<file path="src/rtl/gpio_irq.sv">
// GPIO with per-pin direction, atomic set/clear/toggle, input synchronizer and edge interrupts.
// Reads are combinational; pad edge reaches irq after SYNC_STAGES+2 clk edges; no bus stalls.
module gpio_irq #(
   parameter int               WIDTH       = 16,
   parameter int               SYNC_STAGES = 2,
   parameter logic [WIDTH-1:0] OUT_RESET   = '0
) (
   input  logic             clk,
   input  logic             rst,
   input  logic [31:0]      bAddr,
   input  logic [31:0]      bWData,
   input  logic             bSel,
   input  logic             bWrite,
   input  logic [1:0]       mem_size,
   output logic [31:0]      bRData,
   input  logic [WIDTH-1:0] gpioInput,
   output logic [WIDTH-1:0] gpioOutput,
   output logic [WIDTH-1:0] gpioOutEn,
   output logic             irq
);

   localparam int            CW      = $clog2(SYNC_STAGES + 2);
   localparam logic [CW-1:0] ARM_MAX = CW'(SYNC_STAGES + 1);

   logic [SYNC_STAGES-1:0][WIDTH-1:0] sync_ff;
   logic [WIDTH-1:0] sync, prev, rise, fall, w1c_mask, wdata;
   logic [WIDTH-1:0] data_out, dir, irq_en, rise_en, fall_en, status;
   logic [CW-1:0]    arm_cnt;
   logic             armed, we;
   logic [5:0]       off;
   logic [WIDTH-1:0] reg_val;
   logic [31:0]      rd_ext;
   logic             unused_bits;

   assign off   = bAddr[5:0];
   assign we    = bSel & bWrite;
   assign wdata = bWData[WIDTH-1:0];
   assign sync  = sync_ff[SYNC_STAGES-1];
   assign armed = (arm_cnt == ARM_MAX);

   // Edges are suppressed until the synchronizer and prev hold real pad data after reset.
   assign rise     = armed ? (sync & ~prev) : '0;
   assign fall     = armed ? (~sync & prev) : '0;
   assign w1c_mask = (we && off == 6'h18) ? wdata : '0;

   assign unused_bits = ^{bAddr[31:6], bWData};

   always_ff @(posedge clk or negedge rst) begin
      if (!rst) begin
         sync_ff <= '0;
         prev    <= '0;
         arm_cnt <= '0;
      end else begin
         sync_ff <= {sync_ff[SYNC_STAGES-2:0], gpioInput};
         prev    <= sync;
         if (!armed) arm_cnt <= arm_cnt + CW'(1);
      end
   end

   always_ff @(posedge clk or negedge rst) begin
      if (!rst) begin
         data_out <= OUT_RESET;
         dir      <= '0;
         irq_en   <= '0;
         rise_en  <= '0;
         fall_en  <= '0;
      end else if (we) begin
         case (off)
            6'h04:   data_out <= wdata;
            6'h08:   dir      <= wdata;
            6'h0C:   irq_en   <= wdata;
            6'h10:   rise_en  <= wdata;
            6'h14:   fall_en  <= wdata;
            6'h1C:   data_out <= data_out | wdata;
            6'h20:   data_out <= data_out & ~wdata;
            6'h24:   data_out <= data_out ^ wdata;
            default: ;
         endcase
      end
   end

   // A new event in the same cycle as a W1C keeps the bit set.
   always_ff @(posedge clk or negedge rst) begin
      if (!rst) begin
         status <= '0;
         irq    <= 1'b0;
      end else begin
         status <= (status & ~w1c_mask) | (rise & rise_en) | (fall & fall_en);
         irq    <= |(status & irq_en);
      end
   end

   always_comb begin
      reg_val = '0;
      case (off)
         6'h00:   reg_val = sync;
         6'h04:   reg_val = data_out;
         6'h08:   reg_val = dir;
         6'h0C:   reg_val = irq_en;
         6'h10:   reg_val = rise_en;
         6'h14:   reg_val = fall_en;
         6'h18:   reg_val = status;
         default: reg_val = '0;
      endcase
      rd_ext = '0;
      rd_ext[WIDTH-1:0] = reg_val;
      case (mem_size)
         2'b00:   bRData = rd_ext;
         2'b01:   bRData = {16'h0000, rd_ext[15:0]};
         2'b10:   bRData = {24'h000000, rd_ext[7:0]};
         default: bRData = 32'h0;
      endcase
   end

   assign gpioOutput = data_out;
   assign gpioOutEn  = dir;

endmodule

</file>
<file path="config.mk">
export PLATFORM = sky130hd
export DESIGN_NAME = gpio_irq
export DESIGN_NICKNAME = d
export VERILOG_FILES = /design/src/rtl/gpio_irq.sv
export SDC_FILE = /design/constraint.sdc
export NUM_CORES = 1
export LEC_CHECK = 0
export CAP_MARGIN = 20
export CORE_ASPECT_RATIO = 0.8
export CORE_MARGIN = 4
export CORE_UTILIZATION = 56
export DETAILED_ROUTE_END_ITERATION = 10
export GPL_TIMING_DRIVEN = 0
export PLACE_DENSITY = 0.86
export SYNTH_ARGS = -nofsm -noshare
export SYNTH_HDL_FRONTEND = slang
export SYNTH_SLANG_ARGS = --single-unit
</file>
<file path="constraint.sdc">
create_clock -name clk -period 6.25 [get_ports clk]
set_clock_uncertainty 0.2 [all_clocks]
set_input_delay 1.5625 -clock clk [delete_from_list [all_inputs] [get_ports clk]]
set_output_delay 1.5625 -clock clk [all_outputs]
set_load 0.05 [all_outputs]
</file>
==> flow_summary.json <==
{
  "core_area_um2": 12920,
  "maxSlewViolCount": 0,
  "yosysSeqAreaShare_pct": 49.63,
  "status": "finished clean",
  "drt_iter0_markers": 925,
  "place_area_um2": 8622,
  "finalCritPeriodShare_pct": 99.61,
  "syn-instance-count": 692,
  "drc_errors": 0,
  "dp_hpwl_um": 15450,
  "ir_worst_vdd_mv": 0.2188,
  "synth_seq_cells": 147,
  "cts_max_level": 4,
  "setup_viol": 0,
  "netlist_area_um2": 7412,
  "cp.required_ns": 4.49,
  "cp_top_family": "buffers and inverters",
  "path_cells": "clkdlybuf4s50_1 > clkbuf_2 > clkdlybuf4s15_2 > nand3_1 > nand3b_1 > a211oi_1 > dlygate4sd2_1",
  "cp.arrival_ns": 4.46,
  "critPathSlowestCell": "dlygate4sd2_1",
  "die_y_um": 110.9,
  "yosysUniqueCellTypes": 49,
  "grt-ovfl-total": 0,
  "post-route-min-period_ns": 6.226,
  "min_path_type": "flop to flop",
  "timing.slew.headroom_pct": 34.26,
  "drv_cap": 0,
  "p_leak_uw": 0.004245,
  "end_kind": "output port",
  "clockBufferDepth": 2,
  "row_count": 37,
  "routed_wl_um": 23200,
  "place_inst": 974,
  "synth-edff-count": 0,
  "max_freq_mhz": 160.6,
  "io_buffers": 90,
  "dr.pass1.iters": 6,
  "crit_buf_inv": 4,
  "wl_per_cell_um": 23.07,
  "synthFlopType": "dfrtp_1",
  "max_stage_delay_ns": 0.57,
  "start_util_pct": 57.39,
  "fillCellCount": 854,
  "crit_path_max_fanout": 10,
  "final_area_um2": 9244,
  "ys_warn_count": 0,
  "dieArea_um2": 15150,
  "vias_per_cell": 6.424,
  "hold_violations": 0,
  "ant_nets": 0,
  "grt_antenna_before_repair": 0,
  "path_clk_slew_ns": 0.06,
  "vias": 6463,
  "grt_pass1_wl_um": 35380,
  "io_pins": 151,
  "track_usage_pct": 30.90,
  "gp_congestion": 0.9484,
  "insertion_delay_ns": 0.43,
  "critPathLaunchType": "input pin",
  "die_w_um": 136.6,
  "powerDensity_nw_per_um2": 317.9,
  "syn2layout_area_growth_pct": 24.71,
  "path_class": "input pin to output port",
  "cts.sinks": 147,
  "cts_buffers": 17,
  "synthArstFlopShare_pct": 100.0,
  "worst_pin_slew_ns": 0.9861,
  "fin_nets": 937,
  "final-instance-count-excl-fill": 1006,
  "cts_tree": "yes",
  "syn_area_per_cell_um2": 10.71,
  "rsz0062_at_grt": "no",
  "root_buffer": "clkbuf_16",
  "drive_gt1_share_pct": 13.84,
  "diodes": 0,
  "grt_max_degree": 89,
  "grt_pass1_vias": 6420
}
-- repair_timing --
action	4_1_cts	5_1_grt
buffers inserted	0	0
hold buffers	0	0
gates resized for setup	14	9
pin swaps	0	0
endpoints found under the setup margin	16	11
-- layout by cell type, fill, tap and decap left out, drive strengths merged, types with 14 or more instances in the layout --
cell           instances
o21ai                 88
clkdlybuf4s50         74
nor3                  16
a21oi                 28
nand3b                18
ha                    33
buf                   32
inv                   34
o221a                 16
conb                  16
mux2i                 36
dfrtp                147
mux2                  20
clkbuf                47
nand2                 92
nor2                  14
a2bb2oi               19
a22o                  23
-- report_power, final --
group          internal [µW]  total, µW  switching (µW)
clock network            627       1040             414
logic                    283        677             394
registers               1080       1220             140
total                   1990       2940             949
-- cell families after synthesis --
family	after synthesis	share of synthesized area, %
simple gates	166	10.92
flops	147	49.63
compound gates	192	17.99
buf+inv	90	5.992
other cells	1	0.05059
fa+ha+maj	33	5.571
mux	62	9.723
xor+xnor	1	0.1182
-- per-stage QoR --
stage / hold slack (ns) / total power, µW / TNS [ns] / setup slack (ns) / util, %
final: 0.1481 / 2939 / 0 / 0.02423 / 71.57
after global routing: 0.1528 / 3034 / 0 / 0.02788 / 71.57
after CTS: 0.1480 / 2922 / 0 / 0.007029 / 71.40
after detailed placement: 0.1347 / 1894 / -4.212 / -0.3024 / 66.75
after global placement: 0.1322 / 1852 / -324.39 / -2.191 / 66.49
after floorplan: 0.1312 / 1635 / 0 / 0.7462 / -
-- state kept, by name (all words and copies together) (netlist names) --
signal	flops
prev	16
irq_en	16
irq	1
status	16
arm_cnt	2
fall_en	16
gpioOutput	16
gpioOutEn	16
rise_en	16
sync_ff	16
sync	16
-- synth_stat cells (all sizes together), types with 2 or more instances --
cell / n / share of area (%)
mux4: 6 / 1.8
or2: 3 / 0.25
nand4: 3 / 0.25
nand3: 3 / 0.20
a22oi: 6 / 0.61
and2: 2 / 0.17
mux2i: 36 / 4.9
buf: 30 / 2.9
a211oi: 7 / 0.71
nand2: 92 / 4.7
nand3b: 18 / 1.8
mux2: 20 / 3.0
nor3: 16 / 1.1
dfrtp: 147 / 50
or3: 2 / 0.24
nor4: 2 / 0.37
a22o: 23 / 2.7
nor2b: 5 / 0.42
clkbuf: 28 / 1.4
a21oi: 28 / 1.9
inv: 32 / 1.6
o21ai: 88 / 5.9
a221oi: 4 / 0.47
ha: 33 / 5.6
o221a: 16 / 2.4
nor2: 14 / 0.71
a2bb2oi: 19 / 3.1
-- layer usage --
layer	global-route usage [%]	vias up	share of wire (%)
met5	0	-	0
met4	15.18	0	4.9
met3	9.619	118	13
met2	45.83	488	45
met1	41.09	3149	37
li1	-	2708	-
-- path summary, 6_finish.rpt --
check | endpoint | from | depth (start not counted) | slack (ns)
max reg2reg | status[12] | arm_cnt[0] | 4 | 4.16
min reg2reg | sync[13] | sync_ff[13] | 0 | 0.15
max in group asynchronous | irq_en[2] | rst | 2 | 4.14
max | bRData[9] | bAddr[2] | 7 | 0.02
min in group asynchronous | sync[9] | rst | 1 | 0.91
min | sync[13] | sync_ff[13] | 0 | 0.15
-- area by class of cell --
cell class                 count  area (µm²)  area share, %
timing repair buffer          92       938.4          10.15
buffer                        58       334.1          3.614
clock buffer                  19       432.9          4.683
tap                          175       219.0          2.369
inverter                      32       120.1          1.299
multi-input combinational    470        3362          36.37
clock inverter                13       158.9          1.719
sequential                   147        3679          39.79
Note: power is estimated with default switching activity, not from simulation.
==> RTL edit 1 (same flow settings) <==
Register the inputs `bAddr`, `bWData`, `bSel`, `bWrite`, `mem_size` and `gpioInput` before use. The logic sees them one clock later.
--- a/src/rtl/gpio_irq.sv
+++ b/src/rtl/gpio_irq.sv
@@ -22,6 +22,22 @@
    localparam int            CW      = $clog2(SYNC_STAGES + 2);
    localparam logic [CW-1:0] ARM_MAX = CW'(SYNC_STAGES + 1);
 
+   logic [31:0] bAddr_q;
+   logic [31:0] bWData_q;
+   logic bSel_q;
+   logic bWrite_q;
+   logic [1:0] mem_size_q;
+   logic [WIDTH-1:0] gpioInput_q;
+
+   always_ff @(posedge clk) begin
+      bAddr_q     <= bAddr;
+      bWData_q    <= bWData;
+      bSel_q      <= bSel;
+      bWrite_q    <= bWrite;
+      mem_size_q  <= mem_size;
+      gpioInput_q <= gpioInput;
+   end
+
    logic [SYNC_STAGES-1:0][WIDTH-1:0] sync_ff;
    logic [WIDTH-1:0] sync, prev, rise, fall, w1c_mask, wdata;
    logic [WIDTH-1:0] data_out, dir, irq_en, rise_en, fall_en, status;
@@ -32,9 +48,9 @@
    logic [31:0]      rd_ext;
    logic             unused_bits;
 
-   assign off   = bAddr[5:0];
-   assign we    = bSel & bWrite;
-   assign wdata = bWData[WIDTH-1:0];
+   assign off   = bAddr_q[5:0];
+   assign we    = bSel_q & bWrite_q;
+   assign wdata = bWData_q[WIDTH-1:0];
    assign sync  = sync_ff[SYNC_STAGES-1];
    assign armed = (arm_cnt == ARM_MAX);
 
@@ -43,7 +59,7 @@
    assign fall     = armed ? (~sync & prev) : '0;
    assign w1c_mask = (we && off == 6'h18) ? wdata : '0;
 
-   assign unused_bits = ^{bAddr[31:6], bWData};
+   assign unused_bits = ^{bAddr_q[31:6], bWData_q};
 
    always_ff @(posedge clk or negedge rst) begin
       if (!rst) begin
@@ -51,7 +67,7 @@
          prev    <= '0;
          arm_cnt <= '0;
       end else begin
-         sync_ff <= {sync_ff[SYNC_STAGES-2:0], gpioInput};
+         sync_ff <= {sync_ff[SYNC_STAGES-2:0], gpioInput_q};
          prev    <= sync;
          if (!armed) arm_cnt <= arm_cnt + CW'(1);
       end
@@ -104,7 +120,7 @@
       endcase
       rd_ext = '0;
       rd_ext[WIDTH-1:0] = reg_val;
-      case (mem_size)
+      case (mem_size_q)
          2'b00:   bRData = rd_ext;
          2'b01:   bRData = {16'h0000, rd_ext[15:0]};
          2'b10:   bRData = {24'h000000, rd_ext[7:0]};
Formal check against the unedited RTL: not equivalent (a bounded check fails within 4 cycles, from zero or initial values and one cycle with rst low).
==> RTL edit 1 against the unedited design <==
Routed wire length fell by 5.9%; synthesized area is 11% higher; cell area is 8.5% higher; critical path depth unchanged; worst setup slack gained 0.83 ns; core utilization is 1.7 points lower; sequential cell count rose by 42; power is 8.3% higher; global-route usage down 3.6 points; die area grew 11%; highest routed layer unchanged.
==> RTL edit 1: results <==
set metrics [dict create \
    hp-class "reg -> reg" \
    grt_pass1_vias 6454 \
    hold_viol_final 0 \
    antenna_found_initial 0 \
    gp_congestion 0.8974 \
    numCtsBuffers 17 \
    grt_max_degree 87 \
    port_buffers 92 \
    synth_flop_cell "dfrtp_1" \
    cts_root_buf "clkbuf_16" \
    final_layout_size_suffix_gt1_share_pct 20.10 \
    fmax_ghz 0.1854 \
    crit_end "bRData[6]" \
    drc 0 \
    cp_slowest_cell "clkdlybuf4s50_1" \
    clkTransAtPathRegs_ns 0.07 \
    drtIter0Drc 762 \
    p_leak_nw 4.523 \
    dp_cells 968 \
    postCtsSetupRepairBufs 0 \
    r2r_slack_ns 3.53 \
    path_delay_family "buffers and inverters" \
    stdcell_count 1000 \
    use_met2_pct 43.32 \
    synthTopCellsByArea "dfrtp_1 (45%), mux2_2 (11%), dfxtp_1 (10%), ha_1 (5.0%), mux4_2 (4.4%)" \
    yosysWarnings 0 \
    reg2reg_depth 5 \
    synth_async_sr_flop_share_pct 77.78 \
    grt_pass1_wl_um 34260 \
    synth.avg_cell_area_um2 12.21 \
    synth_common_cells "dfrtp_1 (147), mux2_2 (80), nor2_1 (50)" \
    n_antenna_cell 0 \
    status "completed" \
    reg2reg_to "gpioOutEn[10]$_DFFE_PN0P_" \
    ys_seq_area_share_pct 54.76 \
    r2r-start "bAddr_q[3]$_DFF_P_" \
    met3_usage_pct 8.350 \
    cts-resized-gates 0 \
    cts_max_level 4 \
    hpwl_um 14620 \
    first_pass_iters 6 \
    synth.distinct_cells 40 \
    vias 6140 \
    cpPeakStageDelay_ns 0.88 \
    place_worst_setup_slack_ns 1.384 \
    gr-usage-met1_pct 34.57 \
    swShare_pct 31.57 \
    n_fill_cell 1000 \
    crit_path_max_fanout 10 \
    slew-limit-headroom_pct 30.33 \
    clockBufferDepth 2 \
    grt_usage_pct 27.26 \
    cp-startpoint "bAddr_q[2]$_DFF_P_" \
    routed_wl_um 21840 \
    ir_worst_vdd_mv 0.2332 \
    clock_latency_ns 0.43 \
    num-nets-final 922 \
]
RTL edit 1: cell count changes after synthesis, moves of 20 or more:
| cell | delta |
|---|---|
| nor2_1 | +36 |
| mux2_2 | +62 |
| nand2_1 | -57 |
| o21ai_0 | -52 |
| mux2i_1 | -20 |
| dfxtp_1 | +42 |
RTL edit 1: routing by layer:
metal | up-vias | wire length, um | share of wire, %
li1 | 2632 | - | -
met5 | - | 0 | 0
met3 | 91 | 2222 | 10
met1 | 3041 | 8642 | 40
met4 | 0 | 817 | 3.7
met2 | 376 | 10160 | 47
RTL edit 1: cell type report:
class                   instances  area [um2]  share of cell area (%)
multi-input cells             421        3385                   33.75
repair buffers                 93       949.7                   9.470
inverters                      32       120.1                   1.198
flip-flops and latches        189        4519                   45.07
plain buffers                  49       285.3                   2.845
clock inverters                14       88.84                  0.8858
well taps                     184       230.2                   2.296
clock buffers                  18       450.4                   4.492
RTL edit 1: worst min path at each step:
| stage | cells after the start | start | slack, ns | to |
|---|---|---|---|---|
| 6_report | 0 | gpioInput_q[10]$_DFF_P_ | 0.12 | sync_ff[10]$_DFF_PN0_ |
| 5_1_grt | 0 | gpioInput_q[10]$_DFF_P_ | 0.13 | sync_ff[10]$_DFF_PN0_ |
| 4_1_cts | 0 | gpioInput_q[10]$_DFF_P_ | 0.13 | sync_ff[10]$_DFF_PN0_ |
| 3_5_place_dp | 0 | gpioInput_q[10]$_DFF_P_ | 0.12 | sync_ff[10]$_DFF_PN0_ |
| 3_3_place_gp | 0 | gpioInput_q[12]$_DFF_P_ | 0.12 | sync_ff[12]$_DFF_PN0_ |
| 2_1_floorplan | 0 | gpioInput_q[0]$_DFF_P_ | 0.12 | sync_ff[0]$_DFF_PN0_ |
RTL edit 1: per-stage QoR:
stage	TNS [ns]	hold slack, ns	util (%)	total power [mW]	instance area, um2
final	0	0.1236	69.90	3.182	10030
after CTS	0	0.1256	69.90	3.189	10030
after global placement	-338.67	0.1179	65.94	2.142	9460
after floorplan	0	0.1163	-	1.926	8309
after global routing	0	0.1319	69.90	3.313	10030
after detailed placement	0	0.1195	66.14	2.184	9489
RTL edit 1: logic make-up after synthesis:
group	share of synthesized area, %
xor+xnor	0.1061
mux	17.36
simple gates	8.217
buf+inv	4.912
compound gates	9.597
other cells	0.04544
fa+ha+maj	5.003
flops	54.76
RTL edit 1: power groups by stage:
stage               Clock (mW)  Combinational (mW)  Sequential, mW
finish                    1.00               0.664            1.52
detailed placement           0               0.655            1.53
floorplan                    0               0.308            1.62
global placement             0               0.625            1.52
global route              1.07               0.714            1.53
CTS                       1.02               0.662            1.51
==> RTL edit 2 (config.mk and constraints unchanged) <==
Made on the original files. Set the parameter `SYNC_STAGES` to 8 (it was 2). Comments in the files are not updated.
--- a/src/rtl/gpio_irq.sv
+++ b/src/rtl/gpio_irq.sv
@@ -2,7 +2,7 @@
 // Reads are combinational; pad edge reaches irq after SYNC_STAGES+2 clk edges; no bus stalls.
 module gpio_irq #(
    parameter int               WIDTH       = 16,
-   parameter int               SYNC_STAGES = 2,
+   parameter int               SYNC_STAGES = 8,
    parameter logic [WIDTH-1:0] OUT_RESET   = '0
 ) (
    input  logic             clk,
Check against the original RTL: not equivalent (a bounded check fails within 4 cycles, from zero or initial values and one cycle with rst low).
==> RTL edit 2 against the unedited design <==
Synthesized area rose by 34%; routed wire length is 3.9% lower; power rose by 35%; highest routed layer unchanged; cell area rose by 30%; critical path type unchanged; worst hold slack worse by 0.0077 ns; worst setup slack improved by 0.022 ns; sequential cell count up 98; clock power rose by 35%.
==> RTL edit 2: results <==
set metrics [dict create \
    wl_per_cell_um 20.56 \
    drtIter0Drc 776 \
    vias 6465 \
    cp_slowest_cell "or4b_1" \
    numCtsBuffers 24 \
    synth.distinct_cells 47 \
    hpwl_um 14720 \
    clock_latency_ns 0.52 \
    worst_slew_pin_slew_ns 0.8650 \
    n_fill_cell 1183 \
    gp_congestion 0.9307 \
    synth.avg_cell_area_um2 13.95 \
    arrival_ns 4.44 \
    synthTopCellsByArea "dfrtp_1 (62%), mux2_2 (7.5%), ha_1 (4.3%), mux2i_1 (2.4%), a22o_1 (2.4%)" \
    grt_pass1_wl_um 35630 \
    grt_pass1_vias 6620 \
    p_leak_nw 5.551 \
    grt_max_degree 132 \
    num-nets-final 963 \
    status "completed" \
    cts_max_level 1 \
    place_worst_setup_slack_ns -0.4919 \
    clockBufferDepth 3 \
    clkTransAtPathRegs_ns 0.06 \
    final_layout_size_suffix_gt1_share_pct 21.77 \
    grt_usage_pct 22.66 \
    stdcell_count 1084 \
    ir_worst_vdd_mv 0.2057 \
    dp_cells 1041 \
]
-- RTL edit 2: cell count changes after synthesis, moves of 10 or more --
cell,before,now
mux2_4,0,10
mux2_2,18,66
a21oi_1,28,7
dfrtp_1,147,245
o221a_1,10,0
clkbuf_1,27,14
o221a_2,6,16
nor3_1,15,5
mux2i_1,36,24
o21ai_0,85,36
nand2_1,92,48
a2bb2oi_2,10,0
-- RTL edit 2: critical path, delay by kind of cell --
family	cells	cell delay, ns
buf+inv	4	1.53
simple gates	2	0.93
compound gates	2	0.41
-- RTL edit 2: cell type report --
class | count | area (um2) | share of cell area [%]
clock inverters | 7 | 75.07 | 0.6267
repair buffers | 92 | 932.1 | 7.781
multi-input cells | 402 | 3463 | 28.91
clock buffers | 35 | 701.9 | 5.860
inverters | 34 | 127.6 | 1.065
plain buffers | 44 | 266.5 | 2.225
flip-flops and latches | 245 | 6131 | 51.18
well taps | 225 | 281.5 | 2.350
-- RTL edit 2: final timing paths --
path	from	end	slack (ns)	depth (start not counted)
setup / recovery	bAddr[5]	bRData[10]	0.05	8
hold / removal	sync_ff[6]$_DFF_PN0_	sync_ff[22]$_DFF_PN0_	0.14	0
setup reg to reg	arm_cnt[1]$_DFFE_PN0P_	arm_cnt[1]$_DFFE_PN0P_	4.19	6
hold reg to reg	sync_ff[6]$_DFF_PN0_	sync_ff[22]$_DFF_PN0_	0.14	0
max in group asynchronous	rst	rise_en[9]$_DFFE_PN0P_	3.85	2
min in group asynchronous	rst	sync_ff[1]$_DFF_PN0_	0.90	1
-- RTL edit 2: logic make-up (layout without fill, tap and decap cells) --
| kind of cell | after synthesis | after routing | share of synthesized area [%] |
|---|---|---|---|
| other | 1 | 16 | 0.03787 |
| adders and majority gates | 34 | 34 | 4.296 |
| muxes | 107 | 107 | 13.04 |
| xor gates and xnor gates | 3 | 3 | 0.2654 |
| DFF | 245 | 245 | 61.92 |
| and+or+nand+nor | 109 | 109 | 6.129 |
| buffers and inverters | 78 | 212 | 3.904 |
| AOI/OAI and AO/OA | 133 | 133 | 10.41 |
-- RTL edit 2: repair_timing --
item / CTS / global route
endpoints found under the setup margin: 16 / 13
gates resized for setup: 29 / 19
hold buffers: 0 / 0
endpoints found under the hold margin: 0 / 0
-- RTL edit 2: metal layers --
layer | share of wire, % | track usage (%) | wire length, um | vias up
met5 | 0 | 0 | 0 | -
met4 | 3.0 | 6.888 | 666 | 0
met3 | 10 | 4.502 | 2251 | 61
met2 | 46 | 35.37 | 10200 | 389
met1 | 41 | 32.63 | 9170 | 3214
li1 | - | - | - | 2801
-- RTL edit 2: report_power, final --
group	leakage (nW)	internal (mW)	switching, mW	total [mW]
Sequential	2.97	1.74	0.152	1.90
Combinational	2.19	0.285	0.379	0.664
Clock	0.386	0.821	0.583	1.40
